## src/rtl/shreg_pkg.sv

```systemverilog
// Shared types for the universal shift register: command opcodes, controller
// states and opcode classification helpers.
package shreg_pkg;

    // All eight opcode values are in use, so ASR occupies 3'b111.
    typedef enum logic [2:0] {
        NOP  = 3'd0,
        LOAD = 3'd1,
        CLR  = 3'd2,
        SHR  = 3'd3,
        SHL  = 3'd4,
        ROR  = 3'd5,
        ROL  = 3'd6,
        ASR  = 3'd7
    } op_e;

    typedef enum logic [1:0] {
        IDLE = 2'd0,
        RUN  = 2'd1,
        DONE = 2'd2
    } state_e;

    function automatic logic is_shift(op_e op);
        return (op == SHR) || (op == SHL) || (op == ROR) || (op == ROL) || (op == ASR);
    endfunction

    function automatic logic moves_right(op_e op);
        return (op == SHR) || (op == ROR) || (op == ASR);
    endfunction

endpackage

```

## src/rtl/shreg_cell.sv

```systemverilog
// One bit of the universal shift register: next-value mux (hold, load, take
// left or right neighbour) feeding an async-reset flip-flop.
module shreg_cell (
    input  logic clk,
    input  logic areset_n,
    input  logic hold,
    input  logic load_en,
    input  logic take_left,
    input  logic left_nb,
    input  logic right_nb,
    input  logic load_bit,
    output logic q
);

    logic d;

    assign d = hold      ? q        :
               load_en   ? load_bit :
               take_left ? left_nb  : right_nb;

    // NOTE: flops use non-blocking assignments so every bit samples its
    // neighbour's pre-edge value; blocking here would ripple a shift in one edge.
    always_ff @(posedge clk or negedge areset_n) begin
        if (!areset_n) q <= 1'b0;
        else           q <= d;
    end

endmodule

```

## src/rtl/univ_shift_register.sv

```systemverilog
// Universal WIDTH-bit shift register with a valid/ready command controller.
// Optional registered parity output q_parity when SHREG_PARITY_EN is defined.
module univ_shift_register
    import shreg_pkg::*;
#(
    parameter int WIDTH = 8,
    parameter int CNT_W = $clog2(WIDTH) + 1
) (
    input  logic             clk,
    input  logic             areset_n,
    input  logic             cmd_valid,
    output logic             cmd_ready,
    input  logic [2:0]       cmd_op,
    input  logic [CNT_W-1:0] cmd_count,
    input  logic [WIDTH-1:0] load_data,
    input  logic             ser_in_l,
    input  logic             ser_in_r,
    output logic [WIDTH-1:0] q,
    output logic             ser_out_l,
    output logic             ser_out_r,
    output logic             busy,
    output logic             done
`ifdef SHREG_PARITY_EN
    ,
    output logic             q_parity
`endif
);

    state_e           state_q, state_d;
    op_e              op_q;
    logic [CNT_W-1:0] cnt_q, cnt_d;
    logic [WIDTH-1:0] ld_q;
    logic             hold, load_en, take_left;
    logic             fill_msb, fill_lsb;
    logic [WIDTH-1:0] load_vec;
    logic [WIDTH+1:0] ext;

    always_ff @(posedge clk or negedge areset_n) begin
        if (!areset_n) begin
            state_q <= IDLE;
            op_q    <= NOP;
            cnt_q   <= '0;
            ld_q    <= '0;
        end else begin
            state_q <= state_d;
            cnt_q   <= cnt_d;
            if (state_q == IDLE && cmd_valid) begin
                op_q <= op_e'(cmd_op);
                ld_q <= load_data;
            end
        end
    end

    // NOTE: every output of this block gets a default first, so no path
    // through the case can leave a signal unassigned and infer a latch.
    always_comb begin
        state_d   = state_q;
        cnt_d     = cnt_q;
        cmd_ready = 1'b0;
        busy      = 1'b0;
        done      = 1'b0;
        hold      = 1'b1;
        load_en   = 1'b0;
        case (state_q)
            IDLE: begin
                cmd_ready = 1'b1;
                if (cmd_valid) begin
                    state_d = RUN;
                    cnt_d   = cmd_count;
                end
            end
            RUN: begin
                busy    = 1'b1;
                state_d = DONE;
                if (op_q == LOAD || op_q == CLR) begin
                    hold    = 1'b0;
                    load_en = 1'b1;
                end else if (is_shift(op_q) && cnt_q != '0) begin
                    hold  = 1'b0;
                    cnt_d = cnt_q - CNT_W'(1);
                    if (cnt_q != CNT_W'(1)) state_d = RUN;
                end
            end
            DONE: begin
                busy    = 1'b1;
                done    = 1'b1;
                state_d = IDLE;
            end
            default: state_d = IDLE;
        endcase
    end

    // Edge fill: rotates recirculate, ASR repeats the sign, plain shifts take serial input.
    assign fill_msb  = (op_q == ROR) ? q[0] : (op_q == ASR) ? q[WIDTH-1] : ser_in_l;
    assign fill_lsb  = (op_q == ROL) ? q[WIDTH-1] : ser_in_r;
    assign take_left = moves_right(op_q);
    assign load_vec  = (op_q == LOAD) ? ld_q : '0;
    assign ext       = {fill_msb, q, fill_lsb};

    for (genvar i = 0; i < WIDTH; i++) begin : g_bit
        shreg_cell u_cell (
            .clk       (clk),
            .areset_n  (areset_n),
            .hold      (hold),
            .load_en   (load_en),
            .take_left (take_left),
            .left_nb   (ext[i+2]),
            .right_nb  (ext[i]),
            .load_bit  (load_vec[i]),
            .q         (q[i])
        );
    end

    assign ser_out_l = q[WIDTH-1];
    assign ser_out_r = q[0];

`ifdef SHREG_PARITY_EN
    logic [WIDTH-1:0] q_next;

    assign q_next = hold      ? q             :
                    load_en   ? load_vec      :
                    take_left ? ext[WIDTH+1:2] : ext[WIDTH-1:0];

    always_ff @(posedge clk or negedge areset_n) begin
        if (!areset_n) q_parity <= 1'b0;
        else           q_parity <= ^q_next;
    end
`endif

endmodule
```

## config.mk

```make
export PLATFORM = sky130hd
export DESIGN_NAME = univ_shift_register
export DESIGN_NICKNAME = d
export VERILOG_FILES = /design/src/rtl/shreg_pkg.sv /design/src/rtl/shreg_cell.sv /design/src/rtl/univ_shift_register.sv
export SDC_FILE = /design/constraint.sdc
export NUM_CORES = 1
export LEC_CHECK = 0
export ABC_AREA = 1
export CORE_MARGIN = 8
export CORE_UTILIZATION = 40
export DETAILED_ROUTE_END_ITERATION = 10
export GPL_TIMING_DRIVEN = 1
export PLACE_DENSITY = 0.65
export SETUP_SLACK_MARGIN = 0.02
export SKIP_LAST_GASP = 1
export SLEW_MARGIN = 40
export SYNTH_ARGS = -nofsm -noshare
export SYNTH_HDL_FRONTEND = slang
export SYNTH_SLANG_ARGS = --single-unit
```

## constraint.sdc

```tcl
create_clock -name clk -period 2.42 [get_ports clk]
set_input_delay 0.363 -clock clk [delete_from_list [all_inputs] [get_ports clk]]
set_output_delay 0.363 -clock clk [all_outputs]
set_load 0.02 [all_outputs]
```

==> results.toml <==
[synth]
synth_area_per_cell_um2 = 8.094
yosysWarningCount = 0
synth_edf_count = 0
synth_cells = 192
syn_area_um2 = 1554
ys_ff_latch = 25
synth_top_area_cell = "dfrtp_1"
yosysMostFrequentCell = "nand2_1"
synth_flop_cell = "dfrtp_1"
synth_area_leaders = "dfrtp_1 (40%), nand2_1 (12%), mux2_2 (5.1%), ha_1 (4.8%), o21ai_0 (4.5%)"
ys_types = 24
synth_common_cells = "nand2_1 (51), dfrtp_1 (25), nor2_1 (18)"
syn_nets = 218
async_flop_share_pct = 100.0
ys_seq_area_share_pct = 40.26
synth_top_area_share_pct = 40.26

[cts]
numCtsBuffers = 3
postCtsSetupBuffers = 0
clk_latency_ns = 0.28
cts.sinks = 25
cts_tree = "yes"
h-tree-depth = 1
cts_root_buffer = "clkbuf_8"
hold_buffers = 0
cts_resized = 0
clk_pin_slew_ns = 0.09
clk_path_buf_depth = 2

[job]
drv_cap = 0

[setup_path]
crit_type = "reg2out"
path_cells = "inv_1 -> ha_1 -> clkdlybuf4s50_1"
cp.required_ns = 2.06
critical_path_peak_fanout = 3
reg2reg_depth = 9
cp-end-kind = "output port"
worst_path_max_delay_cell = "clkdlybuf4s50_1"
startpoint = "state_q[0]"
critPathMaxStageDelay_ns = 0.60
r2r-start = "state_q[1]"
rrSetupSlack_ns = 0.75
crit_path_start_kind = "register"
r2r_end = "g_bit[4].u_cell.q"
endpoint = "busy"
worstPathArrival_ns = 1.60

[power]
p_per_area_nw_per_um2 = 1411
ir_worst_vdd_mv = 0.6094
p_leak_nw = 0.9017

[die]
fp-row-count = 22
initial_utilization_pct = 42.13
dieHeight_um = 78.33
ios = 33
core_area_um2 = 3689
die_area_um2 = 6136
die_w_um = 78.33

[timing]
rsz0062_at_grt = "false"
hold_ws_ns = 0.4497
worst_slew_pin_slew_ns = 0.5154
maxSlewViolCount = 0
finalSetupViolCount = 0
setup_tns_ns = 0
max_freq_mhz = 510.0
final.period_utilization_pct = 81.02
finalClockSkew_ns = 0.004203
finalHoldViolations = 0
fin_crit_ns = 1.961
maxSlewHeadroom_pct = 65.56

[place]
hpwl_um = 2447
portBuffers = 32
routabilityCongestion = 0.7978

[route]
ant_nets = 0
routed_via_density = 4.699
vias = 1250
drt_iter0_drc = 66
drc = 0
detail_route.wl_per_cell_um = 11.65
dr.pass1.iters = 4
wl_um = 3100

[final_layout]
antenna_cells = 0
area_growth_pct = 22.30
finalCoreUtilization_pct = 51.53
nets = 245
drive_gt1_share_pct = 15.60

[global_routing]
busiest_layer = "met2"
grt_util_met3_pct = 3.872
antenna_found_initial = 0
overflow = 0
grt_usage_pct = 11.02
grt_use_met2_pct = 16.74
grt_max_degree = 26
grt_pass1_wl_um = 5575
use_met1_pct = 13.90
grt_pass1_vias = 1198

[run_status]
status = "finished clean"

[min_path]
hp-class = "in2async"
-- layer usage --
layer,share of wire [%],up-vias
met5,0,-
met1,48,563
met2,44,28
met3,6.7,5
li1,-,654
met4,1.5,0
-- logic make-up (layout without fill, tap and decap cells) --
logic type               Yosys count  count (layout)  synth area share (%)
multiplexers                       7               7                 5.073
buffers and inverters             32              58                 11.03
adder cells (fa/ha/maj)            6               6                 4.831
flip-flops                        25              25                 40.26
XOR/XNOR                           1               1                0.5637
AND/OR/NAND/NOR                   92              92                 27.46
AO/OA/AOI/OAI                     29              29                 10.79
-- worst min-delay path by stage --
stage,from,to,slack (ns),cells after the start
2_1_floorplan,areset_n,cnt_q[0],0.07,0
3_3_place_gp,ld_q[6],ld_q[6],0.49,1
3_5_place_dp,ld_q[1],ld_q[1],0.50,1
4_1_cts,areset_n,g_bit[0].u_cell.q,0.46,2
5_1_grt,areset_n,g_bit[0].u_cell.q,0.49,2
6_report,areset_n,g_bit[0].u_cell.q,0.45,2
-- layout make-up --
class / count / area (µm²)
tap: 48 / 60.06
inverter: 21 / 81.33
fill: 368 / 1788
clock inverter: 1 / 7.507
sequential: 25 / 625.6
multi-input combinational: 135 / 757.0
clock buffer: 3 / 41.29
timing repair buffer: 33 / 327.8
-- registers in the layout, indices dropped and copies added (netlist names) --
| signal | flops |
|---|---|
| cnt_q | 4 |
| g_bit.u_cell.q | 8 |
| ld_q | 8 |
| op_q | 3 |
| state_q | 2 |
-- worst max-delay path: cells and delay by family (launching register included) --
| kind | cells | cell delay, ns |
|---|---|---|
| flops | 1 | 0.38 |
| buf+inv | 2 | 0.67 |
| fa+ha+maj | 1 | 0.28 |
-- power breakdown --
part	total, mW	internal (mW)	switching (mW)
combinational	1.61	0.662	0.950
clock	0.261	0.117	0.144
sequential	0.807	0.634	0.173
-- stage by stage --
step / total power [mW] / area [µm²] / setup WS, ns / cells
floorplan: 2.128 / 1554 / 0.7674 / 192
global placement: 2.442 / 1852 / 0.7037 / 262
detailed placement: 2.447 / 1852 / 0.6979 / 262
CTS: 2.714 / 1901 / 0.4434 / 266
global route: 2.962 / 1901 / 0.3912 / 266
finish: 2.681 / 1901 / 0.4592 / 266
-- placed cells by master, fill, tap and decap left out, types with 6 or more instances in the layout --
cell type,instances
a21oi_1,9
nand2_1,51
dfrtp_1,25
inv_1,16
nand3_1,10
nor2_1,18
o21ai_0,14
mux2_2,7
ha_1,6
clkdlybuf4s50_1,32
Power figures use the tool's default switching activity.
